--- src/rtl/uart_operand_sequencer_pkg.sv ---
// rtl/uart_operand_sequencer_pkg.sv - shared constants for the UART operand sequencer (package uart_seq_pkg)
package uart_seq_pkg;

  localparam logic [31:0] BASE_ADDR_DEFAULT = 32'h4000_0018;

  // Word select within the register block, i.e. byte offset [3:2].
  typedef enum logic [1:0] {
    REG_OPA    = 2'd0,
    REG_OPB    = 2'd1,
    REG_RESULT = 2'd2,
    REG_STATUS = 2'd3
  } reg_sel_t;

  localparam logic [3:0] OFF_OPA    = 4'h0;
  localparam logic [3:0] OFF_OPB    = 4'h4;
  localparam logic [3:0] OFF_RESULT = 4'h8;
  localparam logic [3:0] OFF_STATUS = 4'hC;

  localparam int STAT_READY   = 0;
  localparam int STAT_TX_BUSY = 1;
  localparam int STAT_OVERRUN = 2;
  localparam int STAT_IRQ_EN  = 3;

  localparam logic [1:0] ST_WAIT_A = 2'd0;
  localparam logic [1:0] ST_WAIT_B = 2'd1;
  localparam logic [1:0] ST_READY  = 2'd2;
  localparam logic [1:0] ST_SEND   = 2'd3;

endpackage

--- src/rtl/uart_operand_sequencer_if.sv ---
// rtl/uart_operand_sequencer_if.sv - UART core and CPU data-bus signals of the operand sequencer
interface uart_operand_sequencer_if;

  logic [7:0]  rx_data;
  logic        rx_valid;
  logic        tx_busy;
  logic [7:0]  tx_data;
  logic        tx_start;
  logic [31:0] bus_addr;
  logic        bus_rd;
  logic        bus_wr;
  logic [31:0] bus_wdata;
  logic [31:0] bus_rdata;
  logic        irq;

  modport master (
    output rx_data, rx_valid, tx_busy, bus_addr, bus_rd, bus_wr, bus_wdata,
    input  tx_data, tx_start, bus_rdata, irq
  );

  modport slave (
    input  rx_data, rx_valid, tx_busy, bus_addr, bus_rd, bus_wr, bus_wdata,
    output tx_data, tx_start, bus_rdata, irq
  );

endinterface

--- src/rtl/uart_operand_sequencer_regs.sv ---
// rtl/uart_operand_sequencer_regs.sv - address decode, STATUS storage and read mux (module uart_seq_regs)
module uart_seq_regs
  import uart_seq_pkg::*;
#(
  parameter logic [31:0] BASE_ADDR = BASE_ADDR_DEFAULT
) (
  input  logic        i_clk,
  input  logic        i_reset,
  input  logic [31:0] i_bus_addr,
  input  logic        i_bus_rd,
  input  logic        i_bus_wr,
  input  logic [3:2]  i_status_wdata,
  input  logic [7:0]  i_opa,
  input  logic [7:0]  i_opb,
  input  logic        i_ready,
  input  logic        i_tx_busy,
  input  logic        i_overrun_set,
  output logic [31:0] o_bus_rdata,
  output logic        o_irq,
  output logic        o_result_wr
);

  logic [31:0] w_off;
  logic        w_hit;
  reg_sel_t    w_sel;
  logic        w_status_wr;
  logic        r_overrun;
  logic        r_irq_en;

  // BASE_ADDR is only word aligned, so decode on the offset rather than on high address bits.
  assign w_off       = i_bus_addr - BASE_ADDR;
  assign w_hit       = (w_off[31:4] == 28'd0) && (w_off[1:0] == 2'b00);
  assign w_sel       = reg_sel_t'(w_off[3:2]);
  assign o_result_wr = i_bus_wr && w_hit && (w_sel == REG_RESULT);
  assign w_status_wr = i_bus_wr && w_hit && (w_sel == REG_STATUS);
  assign o_irq       = i_ready & r_irq_en;

  // STATUS storage: irq_en is plain RW, overrun is sticky W1C with a new event beating the clear.
  always_ff @(posedge i_clk) begin
    if (i_reset) begin
      r_overrun <= 1'b0;
      r_irq_en  <= 1'b0;
    end else begin
      if (w_status_wr) begin
        r_irq_en <= i_status_wdata[STAT_IRQ_EN];
      end
      if (i_overrun_set) begin
        r_overrun <= 1'b1;
      end else if (w_status_wr && i_status_wdata[STAT_OVERRUN]) begin
        r_overrun <= 1'b0;
      end
    end
  end

  // Read mux: zero outside the block, when not reading, and for the write-only RESULT word.
  always_comb begin
    o_bus_rdata = 32'd0;
    if (i_bus_rd && w_hit) begin
      case (w_sel)
        REG_OPA:    o_bus_rdata = {24'd0, i_opa};
        REG_OPB:    o_bus_rdata = {24'd0, i_opb};
        REG_STATUS: o_bus_rdata = {28'd0, r_irq_en, r_overrun, i_tx_busy, i_ready};
        default:    o_bus_rdata = 32'd0;
      endcase
    end
  end

endmodule

--- src/rtl/uart_operand_sequencer.sv ---
// rtl/uart_operand_sequencer.sv - UART operand/result sequencer top; UART_ECHO_EN adds operand echo
module uart_operand_sequencer
  import uart_seq_pkg::*;
#(
  parameter logic [31:0] BASE_ADDR = BASE_ADDR_DEFAULT
) (
  input  logic                     i_clk,
  input  logic                     i_reset,
  uart_operand_sequencer_if.slave  bus
);

  logic [1:0] r_state;
  logic [7:0] r_opa;
  logic [7:0] r_opb;
  logic [7:0] r_result;
  logic       w_rx_accept;
  logic       w_overrun_set;
  logic       w_ready;
  logic       w_result_wr;
  logic       w_result_sent;
  logic       w_irq;
  logic [31:0] w_rdata;
  logic       w_unused;

  assign w_rx_accept   = bus.rx_valid && ((r_state == ST_WAIT_A) || (r_state == ST_WAIT_B));
  assign w_overrun_set = bus.rx_valid && ((r_state == ST_READY) || (r_state == ST_SEND));
  assign w_ready       = (r_state == ST_READY);
  assign w_unused      = &{1'b0, bus.bus_wdata[31:8], bus.bus_wdata[1:0]};

  uart_seq_regs #(
    .BASE_ADDR (BASE_ADDR)
  ) u_regs (
    .i_clk          (i_clk),
    .i_reset        (i_reset),
    .i_bus_addr     (bus.bus_addr),
    .i_bus_rd       (bus.bus_rd),
    .i_bus_wr       (bus.bus_wr),
    .i_status_wdata (bus.bus_wdata[3:2]),
    .i_opa          (r_opa),
    .i_opb          (r_opb),
    .i_ready        (w_ready),
    .i_tx_busy      (bus.tx_busy),
    .i_overrun_set  (w_overrun_set),
    .o_bus_rdata    (w_rdata),
    .o_irq          (w_irq),
    .o_result_wr    (w_result_wr)
  );

  assign bus.bus_rdata = w_rdata;
  assign bus.irq       = w_irq;

`ifdef UART_ECHO_EN
  logic       r_echo_valid;
  logic [7:0] r_echo_data;
  logic       r_tx_start_q;
  logic       w_tx_free;
  logic       w_echo_fire;

  // The start-pulse history keeps an echo and a result from going out on adjacent cycles.
  assign w_tx_free     = !bus.tx_busy && !r_tx_start_q;
  assign w_echo_fire   = r_echo_valid && w_tx_free;
  assign w_result_sent = (r_state == ST_SEND) && w_tx_free && !r_echo_valid;
  assign bus.tx_start  = w_echo_fire || w_result_sent;
  assign bus.tx_data   = r_echo_valid ? r_echo_data : r_result;

  // Single-entry echo buffer; a slot freed by this cycle's send can take the incoming byte.
  always_ff @(posedge i_clk) begin
    if (i_reset) begin
      r_echo_valid <= 1'b0;
      r_echo_data  <= 8'd0;
      r_tx_start_q <= 1'b0;
    end else begin
      r_tx_start_q <= bus.tx_start;
      if (w_rx_accept && (!r_echo_valid || w_echo_fire)) begin
        r_echo_valid <= 1'b1;
        r_echo_data  <= bus.rx_data;
      end else if (w_echo_fire) begin
        r_echo_valid <= 1'b0;
      end
    end
  end
`else
  // The result goes out in the same cycle the transmitter is seen idle.
  assign w_result_sent = (r_state == ST_SEND) && !bus.tx_busy;
  assign bus.tx_start  = w_result_sent;
  assign bus.tx_data   = r_result;
`endif

  // Transaction FSM: two operands in, wait for the CPU result, hand it to the transmitter.
  always_ff @(posedge i_clk) begin
    if (i_reset) begin
      r_state  <= ST_WAIT_A;
      r_opa    <= 8'd0;
      r_opb    <= 8'd0;
      r_result <= 8'd0;
    end else begin
      case (r_state)
        ST_WAIT_A: begin
          if (bus.rx_valid) begin
            r_opa   <= bus.rx_data;
            r_state <= ST_WAIT_B;
          end
        end
        ST_WAIT_B: begin
          if (bus.rx_valid) begin
            r_opb   <= bus.rx_data;
            r_state <= ST_READY;
          end
        end
        ST_READY: begin
          if (w_result_wr) begin
            r_result <= bus.bus_wdata[7:0];
            r_state  <= ST_SEND;
          end
        end
        default: begin
          if (w_result_sent) begin
            r_state <= ST_WAIT_A;
          end
        end
      endcase
    end
  end

endmodule
--- src/flat_wrapper.sv ---
// flat-port wrapper written by rule: the top's interface ports become plain ports
module uart_operand_sequencer_flat import uart_seq_pkg::*;
#(
  parameter logic [31:0] BASE_ADDR = BASE_ADDR_DEFAULT
)
  (i_clk, i_reset, bus_rx_data, bus_rx_valid, bus_tx_busy, bus_bus_addr, bus_bus_rd, bus_bus_wr, bus_bus_wdata, bus_tx_data, bus_tx_start, bus_bus_rdata, bus_irq);
  uart_operand_sequencer_if bus_i ();
  input  logic i_clk;
  input  logic i_reset;
  input wire logic [$bits(bus_i.rx_data)-1:0] bus_rx_data;
  input wire logic [$bits(bus_i.rx_valid)-1:0] bus_rx_valid;
  input wire logic [$bits(bus_i.tx_busy)-1:0] bus_tx_busy;
  input wire logic [$bits(bus_i.bus_addr)-1:0] bus_bus_addr;
  input wire logic [$bits(bus_i.bus_rd)-1:0] bus_bus_rd;
  input wire logic [$bits(bus_i.bus_wr)-1:0] bus_bus_wr;
  input wire logic [$bits(bus_i.bus_wdata)-1:0] bus_bus_wdata;
  output wire logic [$bits(bus_i.tx_data)-1:0] bus_tx_data;
  output wire logic [$bits(bus_i.tx_start)-1:0] bus_tx_start;
  output wire logic [$bits(bus_i.bus_rdata)-1:0] bus_bus_rdata;
  output wire logic [$bits(bus_i.irq)-1:0] bus_irq;
  assign bus_i.rx_data = bus_rx_data;
  assign bus_i.rx_valid = bus_rx_valid;
  assign bus_i.tx_busy = bus_tx_busy;
  assign bus_i.bus_addr = bus_bus_addr;
  assign bus_i.bus_rd = bus_bus_rd;
  assign bus_i.bus_wr = bus_bus_wr;
  assign bus_i.bus_wdata = bus_bus_wdata;
  assign bus_tx_data = bus_i.tx_data;
  assign bus_tx_start = bus_i.tx_start;
  assign bus_bus_rdata = bus_i.bus_rdata;
  assign bus_irq = bus_i.irq;
  uart_operand_sequencer #(.BASE_ADDR(BASE_ADDR)) u_core (.i_clk(i_clk), .i_reset(i_reset), .bus(bus_i));
endmodule
--- config.mk ---
export PLATFORM = sky130hd
export DESIGN_NAME = uart_operand_sequencer_flat
export DESIGN_NICKNAME = d
export VERILOG_FILES = /design/src/rtl/uart_operand_sequencer_pkg.sv /design/src/rtl/uart_operand_sequencer_if.sv /design/src/rtl/uart_operand_sequencer_regs.sv /design/src/rtl/uart_operand_sequencer.sv /design/src/flat_wrapper.sv
export SDC_FILE = /design/constraint.sdc
export NUM_CORES = 1
export LEC_CHECK = 0
export CORE_MARGIN = 1.5
export CORE_UTILIZATION = 35
export CTS_BUF_LIST = sky130_fd_sc_hd__clkbuf_4 sky130_fd_sc_hd__clkbuf_8
export DETAILED_ROUTE_END_ITERATION = 8
export MAX_ROUTING_LAYER = met4
export PLACE_DENSITY = 0.73
export RECOVER_POWER = 50
export REMOVE_ABC_BUFFERS = 1
export SETUP_SLACK_MARGIN = 0.3
export SYNTH_ARGS = -nofsm -noshare
export SYNTH_HDL_FRONTEND = slang
export SYNTH_HIERARCHICAL = 1
export SYNTH_SLANG_ARGS = --single-unit
--- constraint.sdc ---
create_clock -name i_clk -period 3.8 [get_ports i_clk]
set_input_delay 0.57 -clock i_clk [delete_from_list [all_inputs] [get_ports i_clk]]
set_output_delay 0.57 -clock i_clk [all_outputs]
set_load 0.005 [all_outputs]
==> results.yml <==
yosys:
  synth_cell_type_count: 51
  ys_seq_area_share_pct: 27.5
  yosys_most_used_dff: "dfxtp_1"
  synth.top_cell.area_share_pct: 27.5
  yosys_warnings: 6
  syn_inst: 254
  synth_seq_cells: 28
  yosysTopAreaCell: "dfxtp_1"
  synth_edf_count: 0
  netlist_area_um2: 2040
  synthTopCellsByCount: "nand2_1 (33), nand3_1 (31), dfxtp_1 (28), a21oi_1 (26), buf_4 (25)"
  ys_async_sr_fraction_pct: 0
  synth.area.top_cells: "dfxtp_1 (27%), buf_4 (9.2%), nand3_1 (7.6%)"
  yosysMostFrequentCell: "nand2_1"
  syn_area_per_cell_um2: 8.04
power:
  p_leak_nw: 1.33
  finalPower_mw: 0.953
  power_density_nw_per_um2: 302
  vdd_drop_max_v: 0.000340
timing:
  clock_skew_ns: 0.00284
  fin_crit_ns: 3.44
  fin_crit_sh_pct: 90.4
  final-setup-viol-count: 0
  layout_setup_ws_ns: 0.364
  fmax_mhz: 291
  final-hold-violation-count: 0
  maxSlewViolCount: 0
  tightest_slew_ns: 1.08
  slew_headroom_pct: 27.7
  rsz0062_at_grt: "false"
place:
  gp_congestion: 0.984
  port_buffers: 71
  dp_slack_ns: -0.277
  dpl.cell_count: 408
  dp_hpwl_um: 4360
setup_path:
  critical_path.max_fanout: 3
  path_depth: 9
  crit_type: "input pin to output pin"
  crit_arrival_ns: 2.87
  cp_slowest_cell: "clkdlybuf4s50_1"
  reg2regPathDepth: 5
  crit_chain: "clkdlybuf4s50_1, nor4b_2, nand3_1, a2111oi_2, nand4_1, or3_4, buf_4, nor3_2, buf_2"
  startpoint_type: "input pin"
  crit_buf_inv: 3
  critPathMaxStageDelay_ns: 0.48
  cp-end-kind: "output pin"
  cp_top_family: "simple AND/OR/NAND/NOR gates"
  crit_required_ns: 3.23
cts:
  tritoncts: "yes"
  root_buffer: "clkbuf_8"
  holdBufCountCts: 0
  cts_buffer_depth: 2
  cts_sinks: 28
  cts-htree-levels: 1
  path_clk_slew_ns: 0.09
  clk_latency_ns: 0.28
  cts_inserted_buffers: 3
cells_and_area:
  nFillCells: 533
  layout.cells.non_filler: 424
  area_delta_synth_final_pct: 54.6
  antenna_cells: 0
  final_layout_size_suffix_gt1_share_pct: 25.3
  nets: 437
detailed_routing:
  drtAntennaViolNets: 0
  via_per_inst: 5.15
  drt_iter0_drc: 92
  wire_per_inst_um: 14.7
  firstDrtPassIters: 4
  drt-total-wl_um: 6230
  drc_errors: 0
  vias: 2185
status:
  status: "complete, no violations"
worst_hold_path:
  hold_path.class: "flip-flop to flip-flop"
  whs_path_depth: 2
global_routing:
  grt_pass1_wl_um: 9580
  track_usage_pct: 19.8
  grt_overflow: 0
  grt_antenna_before_repair: 0
  grt_max_degree: 32
  grt_pass1_vias: 2051
die:
  io_pins: 120
  rows: 27
  initial_core_util_pct: 36.6
  design.die.area_um2: 6300
  fp.dieH_um: 79.4
  die_w_um: 79.4
  coreArea_um2: 5570
flow_run:
  max-cap-violations: 0
[sequential cells by signal, indices dropped and copies added (netlist names)]
register,count
u_core/bus.tx_data,8
u_core/r_opa,8
u_core/r_opb,8
u_core/r_state,2
u_core/u_regs/r_irq_en,1
u_core/u_regs/r_overrun,1
[placed cells by master (no fill, tap or decap), types with 9 or more instances in the layout]
cell type        instances
nand2_1                 32
nand3_1                 31
buf_4                   30
clkdlybuf4s50_1         29
dfxtp_1                 28
a21oi_1                 26
conb_1                  24
dlymetal6s2s_1          15
dlygate4sd2_1            9
dlygate4sd3_1            9
[per-layer routing]
metal  routed length [um]  vias to the layer above  part of all wire [%]  GRT usage, %
met2                 3010                      100                    48          33.0
met5                    0                        -                     0             -
li1                     -                     1068                     -             -
met1                 2650                     1002                    42          24.4
met4                  140                        0                   2.2          7.54
met3                  440                       15                   7.1          2.40
[tightest hold or removal path: cells and delay by family, from the launching register on]
| family | cells | cell delay, ns |
|---|---|---|
| DFF | 1 | 0.32 |
| AOI/OAI and AO/OA | 1 | 0.05 |
| and+or+nand+nor | 1 | 0.05 |
[report_power, final]
| part | leakage (nW) | internal [mW] | switching (mW) |
|---|---|---|---|
| logic | 1.07 | 0.163 | 0.198 |
| registers | 0.228 | 0.330 | 0.0247 |
| clock network | 0.0357 | 0.141 | 0.0959 |
[stage by stage]
step	cell area [um2]	TNS (ns)	utilization, %	hold slack [ns]
floorplan	1860	0	-	0.427
finish	3160	0	56.6	0.458
CTS	3020	0	54.1	0.460
global placement	2840	-1.63	50.9	0.440
global route	3160	0	56.6	0.487
detailed placement	2840	-1.84	50.9	0.446
[final cells by class]
type	instances	area [um2]	share of cell area, %
clock buffer	3	41.3	1.31
clock inverter	1	30.0	0.951
inverter	3	11.3	0.357
multi-input combinational	211	1450	45.8
sequential	28	561	17.8
tap	72	90.1	2.85
timing repair buffer	106	978	31.0
[cells by family after synthesis]
logic type,share of synthesized area (%)
AO/OA/AOI/OAI,14.0
XOR/XNOR,0.858
adder cells (fa/ha/maj),3.68
buffers and inverters,13.8
flip-flops,27.5
multiplexers,5.64
other,0.184
AND/OR/NAND/NOR,34.4
[final timing paths]
kind | start | endpoint | slack (ns)
max | bus_bus_addr[30] | bus_bus_rdata[7] | 0.36
min | u_core/bus.tx_data[7]$_SDFFE_PP0P_ | u_core/bus.tx_data[7]$_SDFFE_PP0P_ | 0.46
max reg2reg | u_core/r_state[0]$_SDFFE_PP0P_ | u_core/r_state[0]$_SDFFE_PP0P_ | 2.03
min reg2reg | u_core/bus.tx_data[7]$_SDFFE_PP0P_ | u_core/bus.tx_data[7]$_SDFFE_PP0P_ | 0.46
[timing repair]
action                     4_1_cts  5_1_grt
pin swaps                       16       18
setup buffers                    9        2
cloned                           1        0
setup endpoints to repair       18       18
gates resized for setup         58       37
Note: power is estimated with default switching activity, not from simulation.
